File: src/rtl/cache_miss_handler.sv
// Miss handler between the cache and backing memory: optional dirty-victim
// writeback, then an in-order line fill, then a one-cycle done with the critical word.
module cache_miss_handler #(
    parameter int ADDR_W         = 16,
    parameter int DATA_W         = 16,
    parameter int WORDS_PER_LINE = 4,
    parameter int OFFSET_W       = 2
) (
    input  logic                clk,
    input  logic                rst_n,
    input  logic                miss_valid,
    input  logic [ADDR_W-1:0]   miss_addr,
    input  logic                miss_dirty,
    input  logic [ADDR_W-1:0]   victim_addr,
    output logic                miss_ready,
    output logic [OFFSET_W-1:0] victim_rd_idx,
    input  logic [DATA_W-1:0]   victim_rd_data,
    output logic                mem_req,
    output logic                mem_we,
    output logic [ADDR_W-1:0]   mem_addr,
    output logic [DATA_W-1:0]   mem_wdata,
    input  logic                mem_ack,
    input  logic [DATA_W-1:0]   mem_rdata,
    output logic                fill_we,
    output logic [ADDR_W-1:0]   fill_addr,
    output logic [DATA_W-1:0]   fill_data,
    output logic                done,
    output logic [DATA_W-1:0]   done_data
);

    localparam int TAG_W = ADDR_W - OFFSET_W;

    typedef enum logic [1:0] {
        IDLE,
        WB,
        FILL,
        DONE
    } state_t;

    state_t              state_q, state_d;
    logic [OFFSET_W-1:0] k_q, k_d;
    logic [OFFSET_W-1:0] crit_off_q, crit_off_d;
    logic [TAG_W-1:0]    line_hi_q, line_hi_d;
    logic [TAG_W-1:0]    victim_hi_q, victim_hi_d;
    logic                fill_we_q, fill_we_d;
    logic [ADDR_W-1:0]   fill_addr_q, fill_addr_d;
    logic [DATA_W-1:0]   fill_data_q, fill_data_d;
    logic [DATA_W-1:0]   done_data_q, done_data_d;
    logic                last_word;

    assign last_word = (k_q == OFFSET_W'(WORDS_PER_LINE - 1));

    always_comb begin
        state_d     = state_q;
        k_d         = k_q;
        crit_off_d  = crit_off_q;
        line_hi_d   = line_hi_q;
        victim_hi_d = victim_hi_q;
        fill_we_d   = 1'b0;
        fill_addr_d = fill_addr_q;
        fill_data_d = fill_data_q;
        done_data_d = done_data_q;
        case (state_q)
            IDLE: begin
                if (miss_valid) begin
                    line_hi_d   = miss_addr[ADDR_W-1:OFFSET_W];
                    crit_off_d  = miss_addr[OFFSET_W-1:0];
                    victim_hi_d = victim_addr[ADDR_W-1:OFFSET_W];
                    k_d         = '0;
                    state_d     = miss_dirty ? WB : FILL;
                end
            end
            WB: begin
                // k wraps to 0 on the last ack since the line size is a power of two
                if (mem_ack) begin
                    k_d = k_q + OFFSET_W'(1);
                    if (last_word) begin
                        state_d = FILL;
                    end
                end
            end
            FILL: begin
                if (mem_ack) begin
                    fill_we_d   = 1'b1;
                    fill_addr_d = {line_hi_q, k_q};
                    fill_data_d = mem_rdata;
                    if (k_q == crit_off_q) begin
                        done_data_d = mem_rdata;
                    end
                    k_d = k_q + OFFSET_W'(1);
                    if (last_word) begin
                        state_d = DONE;
                    end
                end
            end
            DONE: begin
                state_d = IDLE;
            end
            default: begin
                state_d = IDLE;
            end
        endcase
    end

    always_ff @(posedge clk) begin
        if (!rst_n) begin
            state_q     <= IDLE;
            k_q         <= '0;
            crit_off_q  <= '0;
            line_hi_q   <= '0;
            victim_hi_q <= '0;
            fill_we_q   <= 1'b0;
            fill_addr_q <= '0;
            fill_data_q <= '0;
            done_data_q <= '0;
        end else begin
            state_q     <= state_d;
            k_q         <= k_d;
            crit_off_q  <= crit_off_d;
            line_hi_q   <= line_hi_d;
            victim_hi_q <= victim_hi_d;
            fill_we_q   <= fill_we_d;
            fill_addr_q <= fill_addr_d;
            fill_data_q <= fill_data_d;
            done_data_q <= done_data_d;
        end
    end

    // Request fields are decoded from state, so they hold steady until the ack
    always_comb begin
        miss_ready    = (state_q == IDLE);
        mem_req       = (state_q == WB) || (state_q == FILL);
        mem_we        = (state_q == WB);
        mem_addr      = '0;
        mem_wdata     = '0;
        victim_rd_idx = '0;
        if (state_q == WB) begin
            mem_addr      = {victim_hi_q, k_q};
            mem_wdata     = victim_rd_data;
            victim_rd_idx = k_q;
        end else if (state_q == FILL) begin
            mem_addr = {line_hi_q, k_q};
        end
        done      = (state_q == DONE);
        fill_we   = fill_we_q;
        fill_addr = fill_addr_q;
        fill_data = fill_data_q;
        done_data = done_data_q;
    end

endmodule
File: config.mk
export PLATFORM = sky130hd
export DESIGN_NAME = cache_miss_handler
export DESIGN_NICKNAME = d
export VERILOG_FILES = /design/src/rtl/cache_miss_handler.sv
export SDC_FILE = /design/constraint.sdc
export NUM_CORES = 1
export LEC_CHECK = 0
export CELL_PAD_IN_SITES_DETAIL_PLACEMENT = 1
export CELL_PAD_IN_SITES_GLOBAL_PLACEMENT = 1
export CORE_MARGIN = 4
export CORE_UTILIZATION = 28
export CTS_BUF_LIST = sky130_fd_sc_hd__clkbuf_8 sky130_fd_sc_hd__clkbuf_16
export CTS_CLUSTER_DIAMETER = 60
export DETAILED_ROUTE_END_ITERATION = 10
export GPL_TIMING_DRIVEN = 0
export PLACE_DENSITY_LB_ADDON = 0.12
export SETUP_SLACK_MARGIN = 0.3
export SLEW_MARGIN = 20
export SYNTH_ARGS = -nofsm -noshare
export SYNTH_HDL_FRONTEND = slang
export SYNTH_SLANG_ARGS = --single-unit
File: constraint.sdc
create_clock -name clk -period 2 [get_ports clk]
set_input_delay 0.6 -clock clk [delete_from_list [all_inputs] [get_ports clk]]
set_output_delay 0.6 -clock clk [all_outputs]
set_load 0.02 [all_outputs]
==> results of run 1 <==
[worst min-delay path: cells and delay by family, from the launching register on]
family	cells	cell delay, ps
flops	1	300
compound gates	1	50
simple gates	1	50
[state kept, by name (all words and copies together), names as in the netlist]
register     count
done_data       16
fill_addr       16
fill_data       16
line_hi_q       14
victim_hi_q     14
crit_off_q       2
k_q              2
state_q          2
fill_we          1
[worst max-delay path by stage]
stage,startpoint,to,slack (ps)
2_1_floorplan,state_q[1],mem_addr[15],280
3_3_place_gp,state_q[1],mem_wdata[11],-450
3_5_place_dp,state_q[1],mem_wdata[11],-490
4_1_cts,state_q[0],mem_addr[0],-150
5_1_grt,state_q[0],mem_addr[9],-200
6_report,state_q[0],mem_addr[1],-140
[logic make-up after synthesis]
logic type / Yosys count / synth area share [%]
AND/OR/NAND/NOR: 219 / 27.40
buffers and inverters: 36 / 4.641
AO/OA/AOI/OAI: 105 / 16.02
XOR/XNOR: 2 / 0.5157
adder cells (fa/ha/maj): 6 / 2.210
flip-flops: 83 / 48.91
multiplexers: 1 / 0.2947
[power by group]
group / internal [mW] / switching (mW) / leakage (nW)
logic: 1.16 / 1.24 / 1.74
clock network: 1.03 / 0.671 / 0.154
registers: 1.86 / 0.165 / 0.676
[through the flow]
stage	cell area, µm²	setup slack, ps	hold WS [ps]	util [%]	std cells
after detailed placement	5281	-491.4	440.1	45.28	747
after floorplan	3581	282.2	436.6	-	452
after CTS	5812	-146.8	455.2	49.83	778
after global placement	5281	-445.8	437.8	45.28	747
final	6021	-141.9	451.9	51.63	783
after global routing	6021	-197.0	469.4	51.63	783
[what timing repair did]
action | in CTS | in global routing
resized for setup | 302 | 69
setup endpoints to repair | 143 | 94
pin swaps | 10 | 11
cloned | 4 | 1
buffers inserted | 11 | 4
[routing by layer]
metal / part of all wire, % / global-route usage [%] / vias to the layer above / wire [µm]
met3: 6.7 / 7.880 / 12 / 866
met5: 0 / 0 / - / 0
met4: 0.83 / 3.956 / 0 / 107
met1: 44 / 21.97 / 1722 / 5633
li1: - / - / 1840 / -
met2: 49 / 31.26 / 105 / 6314
[cell usage in the layout, fill, tap and decap left out, types with 2 or more instances in the layout]
cell,Yosys,final
o21ai_4,0,9
nor2_1,3,3
clkbuf_16,0,13
ha_2,0,2
nand2_4,0,2
nand2_1,169,147
ha_4,0,3
buf_2,9,7
and2_4,0,18
o21ai_2,0,5
clkdlybuf4s50_1,0,58
clkbuf_8,0,4
nor2b_1,3,3
dlygate4sd2_1,0,54
buf_6,0,40
o21bai_1,2,2
inv_1,3,3
buf_4,3,14
nand2_2,1,21
o21ai_1,12,12
nand3_1,18,18
dfxtp_1,83,81
clkbuf_1,18,6
buf_8,0,4
o21ai_0,21,7
o21a_4,0,2
inv_4,0,2
xor2_1,2,2
clkbuf_2,0,11
a21oi_1,64,64
[cell type report]
class / instances / area share (%)
Multi-Input combinational cell: 333 / 31.01
Clock buffer: 11 / 4.198
Tap cell: 143 / 2.972
Timing Repair Buffer: 172 / 28.70
Sequential cell: 83 / 27.68
Inverter: 3 / 0.2702
Buffer: 33 / 4.281
Clock inverter: 5 / 0.8936
==> impl_metrics.tcl, run 1 <==
set metrics [dict create \
    finClkSkew_ps 6.258 \
    hold_viol_final 0 \
    ctsHoldBuffers 0 \
    cp_max_fo 6 \
    rrSetupSlack_ps 460 \
    synth-edff-count 0 \
    crit_path_start_kind "flop" \
    grt_pass1_vias 3937 \
    critPathBufInv 4 \
    synth_common_cells "nand2_1, dfxtp_1, a21oi_1" \
    path_depth 6 \
    maxCapViolCount 0 \
    ff2ff_path_depth 5 \
    synth-main-ff-cell "dfxtp_1" \
    fin_crit_ps 2142 \
    powerDensity_nw_per_um2 1017 \
    wl_per_cell_um 16.50 \
    initial_core_util_pct 29.13 \
    ys_async_sr_fraction_pct 0 \
    slowest_delay_ps 380 \
    yosys_warnings 0 \
    clock_path_buffers 2 \
    timing.final.ws_setup_ps -141.9 \
    critPathCaptureType "output port" \
    dieWidth_um 118.1 \
    grt-ovfl-total 0 \
    fp-row-count 39 \
    critPathArrivalTime_ps 1540 \
    multiInputGateArea_um2 1867 \
    crit_family "buffers and inverters" \
    slew_violations 0 \
    critPathKind "flop to output port" \
    via_count 3679 \
    grt_pass1_wl_mm 20.68 \
    diodes 0 \
    r2r_end "state_q[0]" \
    avgSynthCellArea_um2 7.516 \
    crit_slowest_cell "dfxtp_4" \
    synth_cell_types 30 \
    syn_to_final_growth_pct 77.24 \
    cts_max_level 3 \
    synthCells 452 \
    drtIter0Drc 145 \
    die_h_um 118.1 \
    syn_nets 527 \
    core-area_um2 11660 \
    cts-root-buf "clkbuf_16" \
    status "finished with violations" \
    path_clk_slew_ps 60 \
    power_mw 6.124 \
    p_leak_nw 2.571 \
    hold_path_class "flop to flop" \
    max_freq_mhz 466.9 \
    grt_start_max_net_pins 14 \
    io_pins 156 \
    clk_latency_ps 340 \
    regToRegStartpoint "state_q[1]" \
    fillers 1408 \
    numCtsBuffers 9 \
    setup_viol 27 \
    cp_cell_sequence "inv_4 -> ha_4 -> buf_8 -> buf_16 -> o21a_4 -> buf_6" \
    yosysSeqAreaShare_pct 48.91 \
    yosys-top-cells-area "dfxtp_1, nand2_1, a21oi_1, and2_1, o21ai_0" \
    tritoncts "done" \
    worstPathRequired_ps 1400 \
    fin_crit_sh_pct 107.1 \
    netlist_area_um2 3397 \
    place_hpwl_mm 9.481 \
    yosysMostFrequentCell "nand2_1" \
    tightest_slew_ps 564.1 \
    ant_nets 0 \
    grt_util_all_layers_pct 18.50 \
    clock-sinks 83 \
    failed_checks "setup timing" \
    routed_wirelength_mm 12.92 \
    routabilityCongestion 0.7552 \
    synth_top_area_share_pct 48.91 \
    yosysTopAreaCell "dfxtp_1" \
    ys_ff_latch 83 \
    rsz0062_at_grt "true" \
    drt-vias-per-instance 4.699 \
    nNetsFinal 710 \
    drc 0 \
    antenna_found_initial 0 \
    seq_area_um2 1667 \
    hold_depth 2 \
    fp.dieArea_um2 13960 \
    io_buffer_count 152 \
    drtPass1Iterations 4 \
    worstHoldStart "fill_addr[2]" \
    holdPathEnd "fill_addr[2]" \
    max_slew_margin_pct 62.39 \
    max-vdd-ir-drop_v 0.0005941 \
    drive_gt1_share_pct 26.25 \
    finalSetupTns_ps -2024 \
]
No activity file was read; power rests on OpenSTA's default activity.
==> inputs of run 2 (changes only) <==
--- a/config.mk
+++ b/config.mk
@@ -7,8 +7,8 @@
 export LEC_CHECK = 0
 export CELL_PAD_IN_SITES_DETAIL_PLACEMENT = 1
 export CELL_PAD_IN_SITES_GLOBAL_PLACEMENT = 1
-export CORE_MARGIN = 4
-export CORE_UTILIZATION = 28
+export CORE_MARGIN = 1
+export CORE_UTILIZATION = 26
 export CTS_BUF_LIST = sky130_fd_sc_hd__clkbuf_8 sky130_fd_sc_hd__clkbuf_16
 export CTS_CLUSTER_DIAMETER = 60
 export DETAILED_ROUTE_END_ITERATION = 10
==> constraint.sdc (replaced) <==
create_clock -name clk -period 1.9 [get_ports clk]
set_input_delay 0.57 -clock clk [delete_from_list [all_inputs] [get_ports clk]]
set_output_delay 0.57 -clock clk [all_outputs]
set_load 0.02 [all_outputs]
==> run 2 against run 1 <==
Effect of this change: the flow still finishes with violations (setup timing); final cell count grew 6.1%; register-to-register slack lost 360 ps; worst hold slack lost 1.3 ps; combinational power grew 45%; design area grew 16%; clock-buffer cell count grew 3; critical path type unchanged; largest power group unchanged.
==> impl_metrics.tcl, run 2 (synthesized netlist as in run 1, its figures left out) <==
set metrics [dict create \
    status "finished with violations" \
    failed_checks "setup timing" \
    drtIter0Drc 109 \
    grt_pass1_vias 3835 \
    hold_path_class "flop to flop" \
    via_count 3880 \
    fp-row-count 41 \
    crit_path_start_kind "flop" \
    finClkSkew_ps 11.30 \
    routabilityCongestion 0.7482 \
    numCtsBuffers 9 \
    internal-power_mw 4.764 \
    p_switching_mw 2.635 \
    path_clk_slew_ps 60 \
    cts_max_level 3 \
    nNetsFinal 730 \
    max-vdd-ir-drop_v 0.0004385 \
    io_pins 156 \
    critPathKind "flop to output port" \
    fin_crit_ps 2131 \
    worstPathRequired_ps 1330 \
    grt_pass1_wl_mm 19.70 \
    max_freq_mhz 469.2 \
    top_layer_used "met4" \
    clock-sinks 83 \
    maxCapViolCount 0 \
    hold_viol_final 0 \
    core-area_um2 12670 \
    dieWidth_um 116.3 \
    initial_core_util_pct 26.81 \
    antenna_found_initial 0 \
    dr_wl_met2_mm 7.507 \
    drc 0 \
    tritoncts "done" \
    critPathCaptureType "output port" \
    dpl_cell_area_um2 5404 \
    final_common_cell "nand2_1" \
    power_mw 7.399 \
    dr_wl_met3_um 792 \
    fp.dieArea_um2 13530 \
    max_slew_margin_pct 46.22 \
    timing.final.ws_setup_ps -231.5 \
    grt-ovfl-total 0 \
    ant_nets 0 \
    rsz0062_at_grt "true" \
    cp_max_fo 7 \
    grt_start_max_net_pins 13 \
    p_leak_nw 2.908 \
    wl_per_cell_um 17.90 \
    die_h_um 116.3 \
    clock_path_buffers 2 \
    cts-root-buf "clkbuf_16" \
    comb_power_share_pct 46.8 \
    drtPass1Iterations 4 \
    syn_to_final_growth_pct 104.8 \
    seqPwrFrac_pct 29.3 \
    grt_util_all_layers_pct 19.42 \
    routed_wirelength_mm 14.87 \
    setup_viol 35 \
    diodes 0 \
    tightest_slew_ps 806.7 \
    layout_common_cells "nand2_1, dfxtp_1, clkdlybuf4s50_1" \
    swShare_pct 35.61 \
    clk_latency_ps 350 \
    wl_met1_mm 6.315 \
    slew_violations 0 \
    drive_gt1_share_pct 41.58 \
    drt-vias-per-instance 4.669 \
    fillers 1411 \
    fin_area_um2 6955 \
    fin_crit_sh_pct 112.2 \
    clkPwrFrac_pct 23.8 \
    critPathArrivalTime_ps 1560 \
    io_buffer_count 152 \
    place_hpwl_mm 9.432 \
    powerDensity_nw_per_um2 1064 \
]
-- run 2: power groups by stage --
stage | sequential (mW) | clock (mW) | combinational [mW]
final | 2.17 | 1.76 | 3.47
after global routing | 2.19 | 1.87 | 3.67
after CTS | 2.15 | 1.79 | 2.55
after detailed placement | 2.17 | 0 | 2.06
after global placement | 2.16 | 0 | 2.02
after floorplan | 2.23 | 0 | 1.13
-- run 2: worst max-delay path, cell delays in order (launching register included) --
cell and delay [ps]:
dfxtp_4 360, buf_6 130, ha_4 210, clkbuf_16 180, o21a_4 190, buf_6 130
-- run 2: final timing paths --
kind | start | to | slack (ps) | depth (start not counted)
setup / recovery | state_q[0] | mem_addr[0] | -230 | 5
hold reg to reg | done_data[1] | done_data[1] | 450 | 2
setup reg to reg | state_q[1] | state_q[0] | 100 | 10
hold / removal | done_data[1] | done_data[1] | 450 | 2
-- run 2: repair_timing --
action                                  CTS  global route
hold endpoints to repair                  0             0
setup buffers                            17            10
pin swaps                                12            53
gates cloned                              4             9
resized for setup                       339           254
endpoints found under the setup margin  163           155
hold buffers                              0             0
-- run 2: metal layers --
layer,up-vias,track usage (%)
met5,-,0
met3,17,3.477
met2,110,33.65
met4,0,7.179
li1,1880,-
met1,1873,23.95
-- run 2: per-stage QoR --
stage,TNS [ps],worst slack (ps),hold WS [ps],std cells,utilization (%)
2_1_floorplan,0,273.6,436.6,452,-
5_1_grt,-6473,-254.4,472.8,831,54.89
3_3_place_gp,-26660,-429.3,437.2,776,42.65
3_5_place_dp,-28970,-453.7,442.5,776,42.65
4_1_cts,-5509,-220.4,448.6,812,47.76
6_report,-5135,-231.5,450.5,831,54.89
-- run 2: layout make-up --
| class | count | area, µm² | area share (%) |
|---|---|---|---|
| Buffer | 33 | 347.8 | 5.001 |
| Clock buffer | 14 | 294.0 | 4.227 |
| Clock inverter | 1 | 5.005 | 0.07196 |
| Inverter | 3 | 18.77 | 0.2698 |
| Multi-Input combinational cell | 333 | 2387 | 34.32 |
| Sequential cell | 83 | 1669 | 24.00 |
| Tap cell | 172 | 215.2 | 3.094 |
| Timing Repair Buffer | 192 | 2018 | 29.02 |
==> inputs of run 3 (changes only) <==
--- a/config.mk
+++ b/config.mk
@@ -7,6 +7,7 @@
 export LEC_CHECK = 0
 export CELL_PAD_IN_SITES_DETAIL_PLACEMENT = 1
 export CELL_PAD_IN_SITES_GLOBAL_PLACEMENT = 1
+export CORE_ASPECT_RATIO = 1.2
 export CORE_MARGIN = 1
 export CORE_UTILIZATION = 26
 export CTS_BUF_LIST = sky130_fd_sc_hd__clkbuf_8 sky130_fd_sc_hd__clkbuf_16
==> run 3 against run 2 <==
Effect of this change: the flow still finishes with violations (setup timing); critical path depth rose by 1; design area decreased by 10%; worst hold slack about the same; sequential power is essentially flat; clock skew shrank 2.7 ps; via count fell by 4.8%; sequential share of layout area up 2.8 points; final cell count shrank 3.0%; routed wire length shrank 13%; non-clock buffer count shrank 18; die area is essentially flat; clock power rose by 15%; critical endpoint is now mem_addr[10]; largest power group unchanged.
==> impl_metrics.tcl, run 3 (synthesized netlist as in run 1, its figures left out) <==
set metrics [dict create \
    io_pins 156 \
    setup_viol 35 \
    fp.dieArea_um2 13530 \
    clk_latency_ps 340 \
    wl_per_cell_um 16.05 \
    initial_core_util_pct 26.70 \
    seq_area_um2 1670 \
    crit_family "buffers and inverters" \
    numCtsBuffers 9 \
    finClkSkew_ps 8.640 \
    powerDensity_nw_per_um2 1102 \
    die_h_um 127.2 \
    clock_path_buffers 2 \
    hold_viol_final 0 \
    maxCapViolCount 0 \
    p_leak_nw 2.481 \
    fin_hold_ws_ps 451.0 \
    path_common_cell "buf_6" \
    final_common_cell "nand2_1" \
    grt_start_max_net_pins 14 \
    ant_nets 0 \
    diodes 0 \
    grt_busiest_layer "met2" \
    place_hpwl_mm 9.491 \
    cts-root-buf "clkbuf_16" \
    multiInputGateArea_um2 1964 \
    timing.final.ws_setup_ps -246.6 \
    use_met1_pct 21.00 \
    dieWidth_um 106.3 \
    nNetsFinal 712 \
    drtPass1Iterations 4 \
    routed_wirelength_mm 12.93 \
    status "finished with violations" \
    ctsHoldBuffers 0 \
    fin_crit_sh_pct 113.0 \
    finalSetupTns_ps -6520 \
    max-vdd-ir-drop_v 0.0004319 \
    fp-row-count 45 \
    drc 0 \
    drt-vias-per-instance 4.581 \
    critPathKind "flop to output port" \
    routabilityCongestion 0.7449 \
    tritoncts "done" \
    fin_crit_ps 2147 \
    fin_area_um2 6240 \
    tightest_slew_ps 559.3 \
    slew_violations 0 \
    grt_use_met3_pct 5.204 \
    drtIter0Drc 85 \
    max_slew_margin_pct 62.71 \
    max_freq_mhz 465.8 \
    clock-sinks 83 \
    grt-ovfl-total 0 \
    drive_gt1_share_pct 28.50 \
    fillers 1507 \
    layout_common_cells "nand2_1, dfxtp_1, a21oi_1, clkdlybuf4s50_1, buf_6" \
    failed_checks "setup timing" \
    grt_pass1_wl_mm 19.98 \
    core-area_um2 12720 \
    grt_util_all_layers_pct 18.98 \
    via_count 3692 \
    grt_pass1_vias 3896 \
    slowest_delay_ps 360 \
    io_buffer_count 152 \
    cp_cell_sequence "buf_6 -> ha_4 -> clkbuf_16 -> buf_12 -> o21ai_4 -> buf_6" \
    dpl_cell_area_um2 5394 \
    worstPathRequired_ps 1330 \
    crit_path_start_kind "flop" \
    critPathBufInv 4 \
    antenna_found_initial 0 \
    grtUsageMet2_pct 34.95 \
    hold_path_class "flop to flop" \
    critPathCaptureType "output port" \
    critPathArrivalTime_ps 1580 \
    path_clk_slew_ps 60 \
    rsz0062_at_grt "true" \
    syn_to_final_growth_pct 83.68 \
    cp_max_fo 6 \
    cts_max_level 3 \
    crit_slowest_cell "dfxtp_4" \
]
-- run 3: changes by cell type in the layout (fill, tap and decap cells not counted), sizes merged --
cell	previous run	this run
clkdlybuf4s15	35	32
clkinv	1	0
dlygate4sd2	6	9
buf	95	72
bufinv	0	3
inv	3	6
clkdlybuf4s50	63	64
-- run 3: worst register-to-register path: stages (launching register included) --
cell     delay [ps]
dfxtp_4         360
inv_4            70
buf_6           100
ha_4            140
buf_4           120
nor2b_4         170
and3b_2         260
buf_4           140
o31ai_2         160
-- run 3: layout make-up --
cell class	instances	area share, %
multi-input cells	333	31.48
plain buffers	33	4.331
clock inverters	6	1.664
well taps	164	3.289
flip-flops and latches	83	26.77
inverters	3	0.3008
repair buffers	174	28.33
clock buffers	10	3.830
-- run 3: path summary, 6_finish.rpt --
path / start / end / slack, ps / depth (start not counted)
max: state_q[0] / mem_addr[10] / -250 / 6
min: done_data[5] / done_data[5] / 450 / 2
min reg2reg: done_data[5] / done_data[5] / 450 / 2
max reg2reg: state_q[0] / state_q[1] / 290 / 8
-- run 3: through the flow --
step                setup slack [ps]  util [%]  total power [mW]  std cells
global route                  -282.8     49.04             7.209        806
detailed placement            -430.5     42.39             4.253        768
finish                        -246.6     49.04             6.877        806
floorplan                      273.6         -             3.355        452
CTS                           -262.9     46.83             6.599        797
global placement              -418.3     42.39             4.209        768
-- run 3: power by group --
part / internal [mW] / total (mW) / leakage [nW] / switching [mW]
combinational: 1.34 / 2.71 / 1.63 / 1.37
clock: 1.31 / 2.02 / 0.176 / 0.707
sequential: 1.96 / 2.14 / 0.676 / 0.178
-- run 3: timing repair --
item | 4_1_cts | 5_1_grt
endpoints found under the setup margin | 166 | 132
gates resized for setup | 308 | 120
cloned | 1 | 2
buffers inserted | 12 | 7
pin swaps | 10 | 8
-- run 3: layer usage --
metal | vias up | routed length (µm)
met1 | 1740 | 5261
met5 | - | 0
li1 | 1848 | -
met3 | 16 | 736
met2 | 88 | 6737
met4 | 0 | 199
